===== src/rtl/sram_load_verify_ctrl.sv =====
// sram_load_verify_ctrl: SRAM preload / readback-verify engine over a wrapping base/length window; define SRAM_LDV_MISMATCH_LOG_EN for first-mismatch capture
module sram_load_verify_ctrl #(
  parameter int DATA_W = 32,
  parameter int ADDR_W = 7,
  parameter int DEPTH  = 108,
  parameter int RD_LAT = 1,
  parameter int ERR_W  = 16
) (
  input  logic              clk,
  input  logic              reset,
  input  logic              cmd_valid,
  output logic              cmd_ready,
  input  logic              cmd_mode,
  input  logic [ADDR_W-1:0] cmd_base,
  input  logic [ADDR_W:0]   cmd_len,
  input  logic              in_valid,
  output logic              in_ready,
  input  logic [DATA_W-1:0] in_data,
  output logic              sram_cen,
  output logic              sram_wen,
  output logic [ADDR_W-1:0] sram_a,
  output logic [DATA_W-1:0] sram_d,
  input  logic [DATA_W-1:0] sram_q,
  output logic              busy,
  output logic              done,
  output logic [ERR_W-1:0]  err_cnt,
  output logic              mis_valid,
  output logic [ADDR_W-1:0] mis_addr,
  output logic [DATA_W-1:0] mis_data
);
  typedef enum logic [2:0] {IDLE, WRITE, READ, FLUSH, DONE} state_t;
  localparam logic [ADDR_W-1:0] LAST = ADDR_W'(DEPTH - 1);
  state_t state, state_nx;
  logic [ADDR_W-1:0] addr;
  logic [ADDR_W:0] rem;
  logic [2:0] fcnt;
  logic acc, last, mism;
  logic [RD_LAT:0] pv;
  logic [DATA_W-1:0] pd [RD_LAT+1];
  // Handshakes and next state; the final accepted word ends the streaming phase
  always_comb begin
    cmd_ready = state == IDLE;
    in_ready = state == WRITE || state == READ;
    busy = state != IDLE;
    acc = in_valid && in_ready;
    last = acc && rem == 1;
    state_nx = state == IDLE  ? (cmd_valid ? (cmd_len == '0 ? DONE : cmd_mode ? READ : WRITE) : IDLE)
             : state == WRITE ? (last ? DONE : WRITE)
             : state == READ  ? (last ? FLUSH : READ)
             : state == FLUSH ? (fcnt == '0 ? DONE : FLUSH)
             : IDLE;
  end
  // State, window walk, registered SRAM port, done pulse and saturating error count
  always_ff @(posedge clk or posedge reset) begin
    if (reset) begin
      state <= IDLE;
      addr <= '0;
      rem <= '0;
      fcnt <= '0;
      sram_cen <= 1'b1;
      sram_wen <= 1'b1;
      sram_a <= '0;
      sram_d <= '0;
      done <= 1'b0;
      err_cnt <= '0;
    end else begin
      state <= state_nx;
      done <= state == DONE;
      fcnt <= state == READ ? 3'(RD_LAT - 1) : fcnt - 3'd1;
      if (cmd_ready && cmd_valid) begin
        addr <= cmd_base;
        rem <= cmd_len;
      end else if (acc) begin
        addr <= addr == LAST ? '0 : addr + 1'b1;
        rem <= rem - 1'b1;
      end
      sram_cen <= !acc;
      sram_wen <= !(acc && state == WRITE);
      if (acc) sram_a <= addr;
      if (acc && state == WRITE) sram_d <= in_data;
      if (cmd_ready && cmd_valid) err_cnt <= '0;
      else if (mism && err_cnt != '1) err_cnt <= err_cnt + 1'b1;
    end
  end
  // Expected-word tags travel alongside the SRAM read latency
  always_ff @(posedge clk or posedge reset) begin
    if (reset) pv <= '0;
    else pv <= {pv[RD_LAT-1:0], acc && state == READ};
  end
  // Expected-word payload needs no reset; its tag qualifies it
  always_ff @(posedge clk) begin
    pd[0] <= in_data;
    for (int k = 1; k <= RD_LAT; k++) pd[k] <= pd[k-1];
  end
  assign mism = pv[RD_LAT] && sram_q != pd[RD_LAT];
`ifdef SRAM_LDV_MISMATCH_LOG_EN
  logic [ADDR_W-1:0] pa [RD_LAT+1];
  // Address of each in-flight read, for reporting where a mismatch occurred
  always_ff @(posedge clk) begin
    pa[0] <= addr;
    for (int k = 1; k <= RD_LAT; k++) pa[k] <= pa[k-1];
  end
  // First mismatch of a command is captured and held; later ones are ignored
  always_ff @(posedge clk or posedge reset) begin
    if (reset) begin
      mis_valid <= 1'b0;
      mis_addr <= '0;
      mis_data <= '0;
    end else if (cmd_ready && cmd_valid) begin
      mis_valid <= 1'b0;
      mis_addr <= '0;
      mis_data <= '0;
    end else if (mism && !mis_valid) begin
      mis_valid <= 1'b1;
      mis_addr <= pa[RD_LAT];
      mis_data <= sram_q;
    end
  end
`else
  assign mis_valid = 1'b0;
  assign mis_addr = '0;
  assign mis_data = '0;
`endif
endmodule


===== config.mk =====
export PLATFORM = sky130hd
export DESIGN_NAME = sram_load_verify_ctrl
export DESIGN_NICKNAME = d
export VERILOG_FILES = /design/src/rtl/sram_load_verify_ctrl.sv
export SDC_FILE = /design/constraint.sdc
export NUM_CORES = 1
export LEC_CHECK = 0
export ABC_CLOCK_PERIOD_IN_PS = 6300
export BUFFER_PORTS_ARGS = -buffer_cell sky130_fd_sc_hd__buf_2
export CAP_MARGIN = 40
export CORE_MARGIN = 2
export CORE_UTILIZATION = 54
export DETAILED_ROUTE_END_ITERATION = 10
export PLACE_DENSITY_LB_ADDON = 0.2
export SETUP_SLACK_MARGIN = 0.5
export SLEW_MARGIN = 20
export SYNTH_ARGS = -nofsm -noshare
export SYNTH_HDL_FRONTEND = slang
export SYNTH_SLANG_ARGS = --single-unit
export TNS_END_PERCENT = 1

===== constraint.sdc =====
create_clock -name clk -period 6.3 [get_ports clk]
set_input_delay 0.315 -clock clk [delete_from_list [all_inputs] [get_ports clk]]
set_output_delay 0.315 -clock clk [all_outputs]
set_load 0.005 [all_outputs]

---- After elaboration in Yosys (flattened, before gate mapping) ----
Memories as Yosys holds them, arrays and structs flattened.
Index checks and enable logic that the tools add are counted.
word-level totals
  output and inout port bits .............. 101
  bits in writable memories ............... 64
  register bits ........................... 81
  input bits .............................. 84
  memories ................................ 1
  logic and storage cells ................. 58
memories
  memory  words  width  read ports  clocked after Yosys merged registers in  wr ports  line  RTL
  pd      2      32     2           0                                        2         39    logic [DATA_W-1:0] pd [RD_LAT+1];
cells by class
  equality and inequality tests ........... 8
  multiplexer cells ....................... 18
  reductions and logical operators ........ 16
  add/subtract/negate cells ............... 4
operators with widths
  kind                                               number
  2-to-1 mux 16 bit                                  2
  inequality test 32 bit                             1
  2-to-1 mux 3 bit                                   9
  2-to-1 mux 7 bit                                   3
  adder 16 x 1 -> 16 bit (second input constant)     1
  2-to-1 mux 8 bit                                   2
  inequality test 16 bit (second input constant)     1
  == test 8 x 1 -> 1 bit (second input constant)     1
  logical NOT 8 bit                                  1
  subtractor 8 x 1 -> 8 bit (second input constant)  1
  adder 7 x 1 -> 7 bit (second input constant)       1
  == test 7 bit (second input constant)              1
  logical AND 1 bit                                  7
  == test 3 x 2 -> 1 bit (second input constant)     2
  logical NOT 3 bit                                  2
  nonzero test 2 bit                                 2
  == test 3 x 1 -> 1 bit (second input constant)     1
  == test 3 bit (second input constant)              1
  nonzero test 3 bit                                 1
  subtractor 3 x 1 -> 3 bit (second input constant)  1
  logical NOT 1 bit                                  2
  2-to-1 mux 2 bit                                   1
  logical OR 1 bit                                   1
  2-to-1 mux 1 bit                                   1

---- Depth between registers and ports, before layout ----
Gate-level depths: netlist (run 1).
  depth in word-level cells ............... 8
  mapped depth ............................ 8
  depth with buffers taken out ............ 8

---- Worst setup path after synthesis (run 1) ----
No wires, ideal clock.
  path type ............................... register -> register
  start point ............................. register err_cnt[6]
  end point ............................... register err_cnt[0]
  data arrival time ....................... 1.860 ns
  library setup time ...................... 0.135 ns
  setup slack ............................. 4.305 ns
  required time ........................... 6.165 ns
  clock period less this slack ............ 1.995 ns
  cell stages (with the launch flop) ...... 9
  path buffers ............................ 2
  cells stage by stage .................... dfrtp_1 nand4_1 or4_4 o31a_1 o21ai_2 buf_6 buf_12 xor2_2 nor2_1
on the way
  cells in the longest elaborated chain, start to end .. 3
RTL lines
  what                          line  RTL
  start: declaration            26    output logic [ERR_W-1:0] err_cnt,
  start signal: assignment      82    else if (mism && err_cnt != '1) err_cnt <= err_cnt + 1'b1;
  inequality test 16 bit        82
  logical AND 1 bit             82
  nonzero test 2 bit (no line)  -
No other way between the ends.
A chain may end at the register's enable or synchronous reset.

---- Worst setup path in the final report (run 1) ----
  start point ............................. register err_cnt[0]
  end point ............................... register err_cnt[10]
on the way
  cells in the longest elaborated chain, start to end .. 3
RTL lines
  what                                                                     line
  adder 16 x 1 -> 16 bit / inequality test 16 bit (equally long branches)  82
  2-to-1 mux 16 bit / logical AND 1 bit (equally long branches)            82
  2-to-1 mux 16 bit / nonzero test 2 bit (equally long branches)           -
Parallel ways exist; a longest one is shown, timed or not. The select of a mux whose other input is x is not followed.

==> results.py, run 1 <==
metrics = {
    "floorplan": {
        "io_pins": 185,
        "die-area_mm2": 0.0113,
        "die_h_um": 106,
        "start_util": 0.551,
        "core_area_mm2": 0.0102,
        "rows": 37,
        "die_w_um": 106,
    },
    "detailed_routing": {
        "viasPerCell": 5.07,
        "wl_um": 12100,
        "first_pass_iters": 5,
        "antenna_left": 0,
        "avgRoutedWirePerCell_um": 14.7,
        "drt_iter0_markers": 210,
        "vias": 4149,
        "drcViolationCount": 0,
    },
    "timing": {
        "slew_headroom": 0.610,
        "period_share": 0.390,
        "finalHoldViolations": 0,
        "period_needed_ns": 2.46,
        "tightestPinTransition_ns": 0.584,
        "maxSlewViolCount": 0,
        "fmax_ghz": 0.407,
        "rsz0062_at_grt": "no",
        "worst_slack_ns": 3.84,
        "fin_tns_setup_ns": 0,
        "whs_ns": 0.0194,
        "fin_skew_ns": 0.00805,
        "setup_violations": 0,
    },
    "yosys": {
        "netlist_area_mm2": 0.00564,
        "synth.top_cells.by_area": "dfrtp_1, dfxtp_1, mux2_2",
        "synth_cell_types": 53,
        "synthCells": 484,
        "yosysTopAreaCell": "dfrtp_1",
        "async_flop_share": 0.559,
        "ys_warn_count": 0,
        "ys_seq_area_frac": 0.587,
        "synthFlopType": "dfrtp_1",
        "synth-seq-cells": 145,
        "synth_top_area_frac": 0.351,
        "synth_edf_count": 0,
        "avgSynthCellArea_um2": 11.6,
    },
    "cts": {
        "cts_tree": "built",
        "cts-buffers-inserted": 17,
        "cts_buffer_depth": 2,
        "cts_hold_buf": 33,
        "cts_root_buf": "clkbuf_8",
        "clock_latency_ns": 0.51,
        "cts_resized": 0,
        "cts_max_level": 4,
        "cts_setup_buffers": 0,
        "cts.sinks": 145,
        "path_clk_slew_ns": 0.06,
    },
    "worst_setup_path": {
        "ff2ff_setup_slack_ns": 3.84,
        "worstSetupStartpointType": "flip-flop",
        "cp-end-kind": "flip-flop",
        "reg2reg_depth": 7,
        "required_ns": 6.74,
        "r2r-end": "err_cnt[10]$_DFFE_PP0P_",
        "cp_data_arrival_time_ns": 2.89,
        "cp_max_fo": 20,
        "criticalPathCategory": "flip-flop to flip-flop",
        "r2r-start": "err_cnt[0]$_DFFE_PP0P_",
    },
    "pwr": {
        "power_density_mw_per_mm2": 437,
        "clockPowerShare": 0.327,
        "netSwitchingFraction": 0.307,
        "ir_drop_uv": 258,
        "leakagePower_nw": 3.43,
        "internal-power_mw": 2.21,
        "p_switching_mw": 0.980,
        "seqPwrFrac": 0.413,
        "power_frac_comb": 0.260,
    },
    "hold_path": {
        "whs_path_depth": 3,
        "whs_endpoint": "addr[3]$_DFFE_PP0P_",
        "min_from": "cmd_base[3]",
        "hp-class": "input port to flip-flop",
    },
    "global_route": {
        "grt_util_met3": 0.0650,
        "gr-usage-met1": 0.256,
        "grt_pass1_vias": 4146,
        "overflow": 0,
        "grt_max_degree": 44,
        "busiest_layer": "met2",
        "grt.total_usage": 0.224,
        "antenna_found_initial": 0,
        "use_met2": 0.391,
        "grt_pass1_wl_um": 19600,
    },
    "place": {
        "gp_congestion": 0.796,
        "place_area_mm2": 0.00635,
        "dp_hpwl_um": 8010,
        "place_ws_ns": 3.86,
        "portBuffers": 144,
    },
    "run_status": {
        "status": "finished clean",
    },
    "job": {
        "drv_cap": 0,
    },
    "layout": {
        "final_area_mm2": 0.00731,
        "n_antenna_cell": 0,
        "nNetsFinal": 759,
        "fill_cells": 746,
        "area_growth_pct": 29.7,
        "drive_above_1_share": 0.343,
    },
}
-- kinds of logic after synthesis --
family	synth area share
DFF	0.587
muxes	0.0639
AOI/OAI and AO/OA	0.0779
xor gates and xnor gates	0.0557
adders and majority gates	0.0133
other	0.000665
and+or+nand+nor	0.121
buffers and inverters	0.0804
-- cell usage in the layout, fill, tap and decap left out, types with 3 or more instances in the layout --
master	n
inv_1	11
or3_2	4
nor4_1	14
clkbuf_16	16
bufinv_16	4
o21ai_0	14
clkinv_4	3
dlygate4sd3_1	33
o211ai_1	4
o22ai_1	3
xor2_1	32
nand4b_1	3
dfrtp_1	79
a21oi_2	5
conb_1	40
buf_4	5
and3_1	3
or4_1	8
nor2b_1	4
o21ai_2	4
a21oi_1	13
o31ai_1	7
nand4_1	3
a22oi_1	3
buf_2	144
and2_1	3
nand2_1	47
ha_1	6
nand3_1	13
dfxtp_1	64
mux2_2	32
nor2_1	18
-- sequential cells by signal, indices dropped and copies added (netlist names) --
signal	flops
fcnt	3
pv	2
sram_d	32
pd	64
state	3
sram_cen	1
addr	7
sram_wen	1
err_cnt	16
done	1
sram_a	7
rem	8
-- power by group through the flow --
stage / logic [mW] / clock network (mW) / registers (mW)
2_1_floorplan: 0.531 / 0 / 1.30
3_5_place_dp: 0.804 / 0 / 1.33
6_report: 0.830 / 1.05 / 1.32
3_3_place_gp: 0.765 / 0 / 1.32
4_1_cts: 0.830 / 1.06 / 1.32
5_1_grt: 0.926 / 1.11 / 1.35
-- synthesized netlist by cell type, drive strengths merged (10+ instances only) --
| library cell | number |
|---|---|
| xor2 | 33 |
| nor4 | 14 |
| buf | 47 |
| o21ai | 19 |
| inv | 12 |
| or4 | 10 |
| nand2 | 47 |
| dfxtp | 64 |
| nand3 | 13 |
| mux2 | 32 |
| dfrtp | 79 |
| a21oi | 18 |
| nor2 | 18 |
-- layer usage --
metal,up-vias,wire length (um)
met2,161,6260
met5,-,0
met1,1992,4840
met4,0,240
met3,24,716
li1,1972,-
-- per-stage QoR --
stage          total power, mW   util  instances
6_report                  3.19  0.714        818
5_1_grt                   3.39  0.714        818
4_1_cts                   3.21  0.713        817
3_5_place_dp              2.13  0.620        752
3_3_place_gp              2.08  0.616        749
2_1_floorplan             1.84      -        523
-- worst max-delay path by stage --
stage                            from                      end  slack [ns]  cells after the start
6_report       err_cnt[0]$_DFFE_PP0P_  err_cnt[10]$_DFFE_PP0P_        3.84                      7
4_1_cts        err_cnt[0]$_DFFE_PP0P_  err_cnt[10]$_DFFE_PP0P_        3.82                      7
3_5_place_dp   err_cnt[0]$_DFFE_PP0P_  err_cnt[10]$_DFFE_PP0P_        3.86                      7
2_1_floorplan                   reset      addr[0]$_DFFE_PP0P_        3.91                      1
3_3_place_gp       state[1]$_DFF_PP0_       rem[3]$_DFFE_PP0P_        3.54                      6
5_1_grt            state[1]$_DFF_PP0_       rem[3]$_DFFE_PP0P_        3.66                      7
-- critical path, cell delays in order, from the launching register on --
cell     delay, ns
dfrtp_1       0.46
ha_1          0.27
nand3_1       0.31
o31a_1        0.24
o21ai_2       0.17
buf_8         0.21
or4_2         0.55
a21oi_1       0.16
-- cell type report --
type	instances	area (um^2)	share of cell area
tap	136	170	0.0233
timing repair buffer	184	1120	0.154
clock inverter	13	201	0.0276
inverter	12	46.3	0.00634
sequential	145	3310	0.453
multi-input combinational	309	2030	0.278
clock buffer	19	422	0.0577
No activity file was read; power rests on OpenSTA's default activity.
==> inputs of run 2 (changes only) <==
--- a/config.mk
+++ b/config.mk
@@ -5,11 +5,12 @@
 export SDC_FILE = /design/constraint.sdc
 export NUM_CORES = 1
 export LEC_CHECK = 0
-export ABC_CLOCK_PERIOD_IN_PS = 6300
+export ABC_AREA = 1
+export ABC_CLOCK_PERIOD_IN_PS = 2200
 export BUFFER_PORTS_ARGS = -buffer_cell sky130_fd_sc_hd__buf_2
 export CAP_MARGIN = 40
 export CORE_MARGIN = 2
-export CORE_UTILIZATION = 54
+export CORE_UTILIZATION = 46
 export DETAILED_ROUTE_END_ITERATION = 10
 export PLACE_DENSITY_LB_ADDON = 0.2
 export SETUP_SLACK_MARGIN = 0.5
==> constraint.sdc (replaced) <==
create_clock -name clk -period 2.2 [get_ports clk]
set_input_delay 0.11 -clock clk [delete_from_list [all_inputs] [get_ports clk]]
set_output_delay 0.11 -clock clk [all_outputs]
set_load 0.005 [all_outputs]
==> results.py, run 2 <==
metrics = {
    "run_status": {
        "status": "finished clean",
    },
    "cts": {
        "cts.sinks": 145,
        "cts_tree": "built",
        "clock_latency_ns": 0.42,
        "cts_root_buf": "clkbuf_16",
        "cts_buffer_depth": 2,
        "cts-buffers-inserted": 17,
        "path_clk_slew_ns": 0.06,
        "cts_max_level": 4,
    },
    "global_route": {
        "grt_max_degree": 38,
        "overflow": 0,
        "gr-usage-met1": 0.244,
        "grt_util_met3": 0.0601,
        "busiest_layer": "met2",
        "grt_pass1_vias": 4666,
        "use_met2": 0.335,
        "antenna_found_initial": 0,
        "grt.total_usage": 0.199,
        "grt_pass1_wl_um": 22100,
    },
    "yosys": {
        "ys_seq_area_frac": 0.555,
        "synth-seq-cells": 145,
        "yosysTopAreaCell": "dfrtp_1",
        "async_flop_share": 0.559,
        "synthFlopType": "dfrtp_1",
        "ys_warn_count": 0,
        "yosys.cell_count.top_type": "nand2_1",
        "avgSynthCellArea_um2": 8.94,
        "synthTopCellsByCount": "nand2_1, dfrtp_1, dfxtp_1",
        "synth_edf_count": 0,
        "synth_top_area_frac": 0.331,
        "synth_cell_types": 38,
        "netlist_area_mm2": 0.00597,
        "synthCells": 668,
        "synth.top_cells.by_area": "dfrtp_1, dfxtp_1, nand2_1",
    },
    "layout": {
        "n_antenna_cell": 0,
        "largest-register": "pd",
        "final_cell_mix": "nand2_1, buf_2, dfrtp_1",
        "nNetsFinal": 972,
        "top_regs": "pd (64), sram_d (32), err_cnt (16)",
        "layout_commonest_cell": "nand2_1",
        "area_growth_pct": 33.7,
        "largest_reg_flops": 64,
        "drive_above_1_share": 0.248,
        "final_area_mm2": 0.00798,
    },
    "place": {
        "gp_congestion": 0.912,
        "place_ws_ns": 0.419,
        "portBuffers": 144,
        "place_area_mm2": 0.00672,
        "dp_hpwl_um": 9280,
    },
    "timing": {
        "fmax_ghz": 0.619,
        "fin_skew_ns": 0.0159,
        "setup_violations": 0,
        "tightestPinTransition_ns": 0.681,
        "period_needed_ns": 1.62,
        "whs_ns": 0.152,
        "fin_tns_setup_ns": 0,
        "maxSlewViolCount": 0,
        "slew_headroom": 0.545,
        "finalHoldViolations": 0,
        "rsz0062_at_grt": "yes",
        "period_share": 0.735,
        "worst_slack_ns": 0.583,
    },
    "worst_setup_path": {
        "slowest_delay_ns": 0.49,
        "crit_family": "simple AND/OR/NAND/NOR gates",
        "required_ns": 2.49,
        "r2r-start": "rem[1]$_DFFE_PP0P_",
        "crit_path_frequent_cell": "inv_1",
        "cp_data_arrival_time_ns": 1.90,
        "crit_buf_inv": 2,
        "path_cells": "inv_1, ha_1, inv_1, nor4_1, nand2_1, nand3_1, nand4_1",
        "r2r-end": "state[0]$_DFF_PP0_",
        "cp_max_fo": 3,
        "ff2ff_setup_slack_ns": 0.58,
        "criticalPathCategory": "flip-flop to flip-flop",
        "crit_slowest_cell": "nor4_1",
        "worstSetupStartpointType": "flip-flop",
        "reg2reg_depth": 7,
        "cp-end-kind": "flip-flop",
    },
    "pwr": {
        "ir_drop_uv": 946,
        "clockPowerShare": 0.316,
        "netSwitchingFraction": 0.334,
        "power_frac_comb": 0.283,
        "leakagePower_nw": 4.24,
        "seqPwrFrac": 0.401,
        "power_density_mw_per_mm2": 1150,
        "total_power_mw": 9.15,
        "p_switching_mw": 3.05,
        "internal-power_mw": 6.10,
    },
    "detailed_routing": {
        "first_pass_iters": 4,
        "avgRoutedWirePerCell_um": 12.6,
        "antenna_left": 0,
        "vias": 4944,
        "viasPerCell": 4.63,
        "wl_um": 13400,
        "drt_iter0_markers": 247,
        "drcViolationCount": 0,
    },
    "floorplan": {
        "rows": 41,
        "die_h_um": 118,
        "core_area_mm2": 0.0126,
        "die_w_um": 118,
        "start_util": 0.473,
        "die-area_mm2": 0.0139,
        "io_pins": 185,
    },
    "hold_path": {
        "whs_path_depth": 5,
        "min_from": "cmd_valid",
        "whs_endpoint": "addr[3]$_DFFE_PP0P_",
        "hp-class": "input port to flip-flop",
    },
    "job": {
        "drv_cap": 0,
    },
}
## run 2: cell types whose count changed after synthesis, sizes merged, moves of 11 or more
cell	change
mux2	-32
xnor2	+28
nand2	+189
a21oi	-17
nand4	+16
nand3	+22
inv	+48
nor2	+16
xor2	-21
nor4	-11
## run 2: what timing repair did
item / in CTS / in global routing
setup buffers: 0 / 12
setup endpoints to repair: 27 / 60
hold buffers: 50 / 0
gates resized for setup: 3 / 17
pin swaps: 1 / 3
endpoints found under the hold margin: 108 / 0
## run 2: worst register-to-register path, stage by stage, from the launching register on
cell and delay (ns):
dfrtp_1 0.38, inv_1 0.10, ha_1 0.15, inv_1 0.04
nor4_1 0.49, nand2_1 0.16, nand3_1 0.10, nand4_1 0.08
## run 2: area by class of cell
class / instances / area [um^2]
Fill cell: 1054 / 4640
Sequential cell: 145 / 3310
Multi-Input combinational cell: 446 / 2230
Timing Repair Buffer: 212 / 1390
Clock buffer: 17 / 425
Inverter: 60 / 240
Tap cell: 172 / 215
Clock inverter: 15 / 170
## run 2: metal layers
metal,vias up,share of wire
met5,-,0
met4,0,0.011
met3,15,0.070
met2,182,0.50
met1,2310,0.42
li1,2437,-
## run 2: per-stage QoR
step                utilization  std cells
floorplan                     -        707
global placement          0.533        973
detailed placement        0.533        973
CTS                       0.621       1055
global route              0.632       1067
finish                    0.632       1067
## run 2: worst max-delay path by stage
stage                            from                       to  cells past startpoint
3_5_place_dp       state[2]$_DFF_PP0_       state[0]$_DFF_PP0_                      8
6_report           rem[1]$_DFFE_PP0P_       state[0]$_DFF_PP0_                      7
2_1_floorplan  err_cnt[0]$_DFFE_PP0P_   err_cnt[3]$_DFFE_PP0P_                      9
5_1_grt        err_cnt[1]$_DFFE_PP0P_  err_cnt[10]$_DFFE_PP0P_                      9
4_1_cts        err_cnt[0]$_DFFE_PP0P_  err_cnt[10]$_DFFE_PP0P_                      9
3_3_place_gp       state[1]$_DFF_PP0_      addr[4]$_DFFE_PP0P_                      9
## run 2: cells by family after synthesis
group	after synthesis	synth area share
simple gates	335	0.239
compound gates	23	0.0272
buf+inv	116	0.104
flops	145	0.555
fa+ha+maj	6	0.0126
other cells	1	0.000628
xor+xnor	42	0.0616
## run 2: power by group through the flow
stage | combinational, mW | clock, mW | sequential (mW)
final | 2.59 | 2.90 | 3.67
after global routing | 2.93 | 3.08 | 3.75
after CTS | 2.42 | 2.95 | 3.66
after detailed placement | 2.32 | 0 | 3.71
after global placement | 2.24 | 0 | 3.69
after floorplan | 1.51 | 0 | 3.69
==> inputs of run 3 (changes only) <==
--- a/config.mk
+++ b/config.mk
@@ -6,11 +6,11 @@
 export NUM_CORES = 1
 export LEC_CHECK = 0
 export ABC_AREA = 1
-export ABC_CLOCK_PERIOD_IN_PS = 2200
+export ABC_CLOCK_PERIOD_IN_PS = 1500
 export BUFFER_PORTS_ARGS = -buffer_cell sky130_fd_sc_hd__buf_2
 export CAP_MARGIN = 40
 export CORE_MARGIN = 2
-export CORE_UTILIZATION = 46
+export CORE_UTILIZATION = 51
 export DETAILED_ROUTE_END_ITERATION = 10
 export PLACE_DENSITY_LB_ADDON = 0.2
 export SETUP_SLACK_MARGIN = 0.5
==> constraint.sdc (replaced) <==
create_clock -name clk -period 1.5 [get_ports clk]
set_input_delay 0.075 -clock clk [delete_from_list [all_inputs] [get_ports clk]]
set_output_delay 0.075 -clock clk [all_outputs]
set_load 0.005 [all_outputs]
==> results.py, run 3 (same netlist as run 2, synthesis figures left out) <==
metrics = {
    "floorplan": {
        "core_area_mm2": 0.0114,
        "die_w_um": 112,
        "io_pins": 185,
        "rows": 39,
        "die-area_mm2": 0.0126,
        "start_util": 0.523,
        "die_h_um": 112,
    },
    "worst_setup_path": {
        "cp_data_arrival_time_ns": 1.80,
        "cp_max_fo": 18,
        "critPathLaunch": "err_cnt[5]$_DFFE_PP0P_",
        "cp-end-kind": "flip-flop",
        "r2r-end": "err_cnt[1]$_DFFE_PP0P_",
        "worstSetupEndpoint": "err_cnt[1]$_DFFE_PP0P_",
        "criticalPathCategory": "flip-flop to flip-flop",
        "worstSetupStartpointType": "flip-flop",
        "required_ns": 1.85,
        "ff2ff_setup_slack_ns": 0.05,
        "reg2reg_depth": 8,
        "r2r-start": "err_cnt[5]$_DFFE_PP0P_",
    },
    "cts": {
        "cts_root_buf": "clkbuf_16",
        "cts.sinks": 145,
        "cts_max_level": 4,
        "path_clk_slew_ns": 0.07,
        "cts_buffer_depth": 2,
        "clock_latency_ns": 0.42,
        "cts-buffers-inserted": 17,
        "cts_tree": "built",
    },
    "global_route": {
        "antenna_found_initial": 1,
        "grt.total_usage": 0.234,
        "overflow": 0,
        "grt_pass1_wl_um": 23200,
        "grt_pass1_vias": 4995,
        "grt_max_degree": 53,
    },
    "place": {
        "dp_hpwl_um": 9460,
        "portBuffers": 144,
        "gp_congestion": 0.882,
        "place_ws_ns": -0.0165,
    },
    "layout": {
        "fill_cells": 823,
        "fin_util": 0.733,
        "top_regs": "pd (64), sram_d (32), err_cnt (16)",
        "nNetsFinal": 996,
        "largest-register": "pd",
        "area_growth_pct": 40.1,
        "largest_reg_flops": 64,
        "final_cell_mix": "nand2_1, buf_2, dfrtp_1",
        "layout_commonest_cell": "nand2_1",
        "drive_above_1_share": 0.294,
    },
    "timing": {
        "setup_violations": 0,
        "fin_skew_ns": 0.0133,
        "fmax_ghz": 0.688,
        "finalHoldViolations": 0,
        "slew_headroom": 0.669,
        "rsz0062_at_grt": "yes",
        "maxSlewViolCount": 0,
        "worst_slack_ns": 0.0468,
        "period_share": 0.969,
        "tightestPinTransition_ns": 0.492,
        "period_needed_ns": 1.45,
    },
    "pwr": {
        "seqPwrFrac": 0.395,
        "p_switching_mw": 4.71,
        "leakagePower_nw": 4.39,
        "ir_drop_uv": 1130,
        "clockPowerShare": 0.283,
        "internal-power_mw": 9.05,
        "power_frac_comb": 0.322,
        "power_density_mw_per_mm2": 1640,
        "netSwitchingFraction": 0.342,
    },
    "run_status": {
        "status": "finished clean",
    },
    "detailed_routing": {
        "drt_iter0_markers": 206,
        "wl_um": 14500,
        "antenna_left": 0,
        "viasPerCell": 4.74,
        "vias": 5042,
        "first_pass_iters": 5,
        "drcViolationCount": 0,
        "avgRoutedWirePerCell_um": 13.6,
    },
    "hold_path": {
        "hp-class": "input port to flip-flop",
        "min_from": "in_valid",
    },
    "job": {
        "drv_cap": 0,
    },
}
[run 3: cell count changes in the layout (fill, tap and decap cells not counted), sizes merged, moves of 2 or more]
cell	before	now
inv	66	64
bufinv	2	0
buf	162	185
clkbuf	17	19
[run 3: critical path, cell delays in order, from the launching register on]
cell      delay [ns]
dfrtp_1         0.39
nand3_1         0.18
nor2_4          0.18
nand3b_4        0.10
o21ai_4         0.17
inv_6           0.11
nand2_8         0.11
nand3_1         0.07
nand2_1         0.07
[run 3: how the worst min path moves through the flow]
stage                       endpoint  depth (start not counted)  slack (ns)
6_report          sram_cen$_DFF_PP1_                          3        0.06
4_1_cts           sram_cen$_DFF_PP1_                          3        0.03
3_5_place_dp   sram_a[0]$_DFFE_PP0N_                          2       -0.02
3_3_place_gp   sram_a[0]$_DFFE_PP0N_                          2       -0.02
5_1_grt           sram_cen$_DFF_PP1_                          3        0.07
2_1_floorplan       pd[0][0]$_DFF_P_                          0        0.10
[run 3: power by group through the flow]
stage / combinational (mW) / sequential, mW / clock, mW
after floorplan: 2.21 / 5.42 / 0
after detailed placement: 3.82 / 5.39 / 0
final: 4.43 / 5.43 / 3.89
after global routing: 4.95 / 5.53 / 4.17
after CTS: 4.01 / 5.34 / 3.95
after global placement: 3.67 / 5.36 / 0
[run 3: stage by stage]
stage          std cells  total power [mW]  cell area, um^2  hold WS, ns  TNS [ns]
3_3_place_gp         976              9.03             6980      -0.0177         0
2_1_floorplan        707              7.62             6120        0.103    -0.723
5_1_grt             1063              14.7             8370       0.0680     -1.93
4_1_cts             1059              13.3             8070       0.0304         0
6_report            1063              13.8             8370       0.0567         0
3_5_place_dp         976              9.21             6980      -0.0167    -0.114
[run 3: layout make-up]
class                           count  area, um^2  area share
Antenna cell                        1        2.50    0.000299
Clock buffer                       19         453      0.0541
Clock inverter                     13         101      0.0121
Inverter                           60         239      0.0286
Multi-Input combinational cell    447        2370       0.283
Sequential cell                   145        3310       0.396
Tap cell                          143         179      0.0214
Timing Repair Buffer              235        1710       0.205
[run 3: what timing repair did]
item / 4_1_cts / 5_1_grt
gates cloned: 1 / 0
buffers inserted: 0 / 3
endpoints found under the hold margin: 163 / 0
pin swaps: 5 / 20
endpoints found under the setup margin: 136 / 139
hold buffers: 50 / 0
gates resized for setup: 9 / 67
[run 3: per-layer routing]
metal	part of all wire	global-route usage
met5	0	0
met4	0.030	0.116
met3	0.054	0.0545
met2	0.51	0.401
met1	0.40	0.278
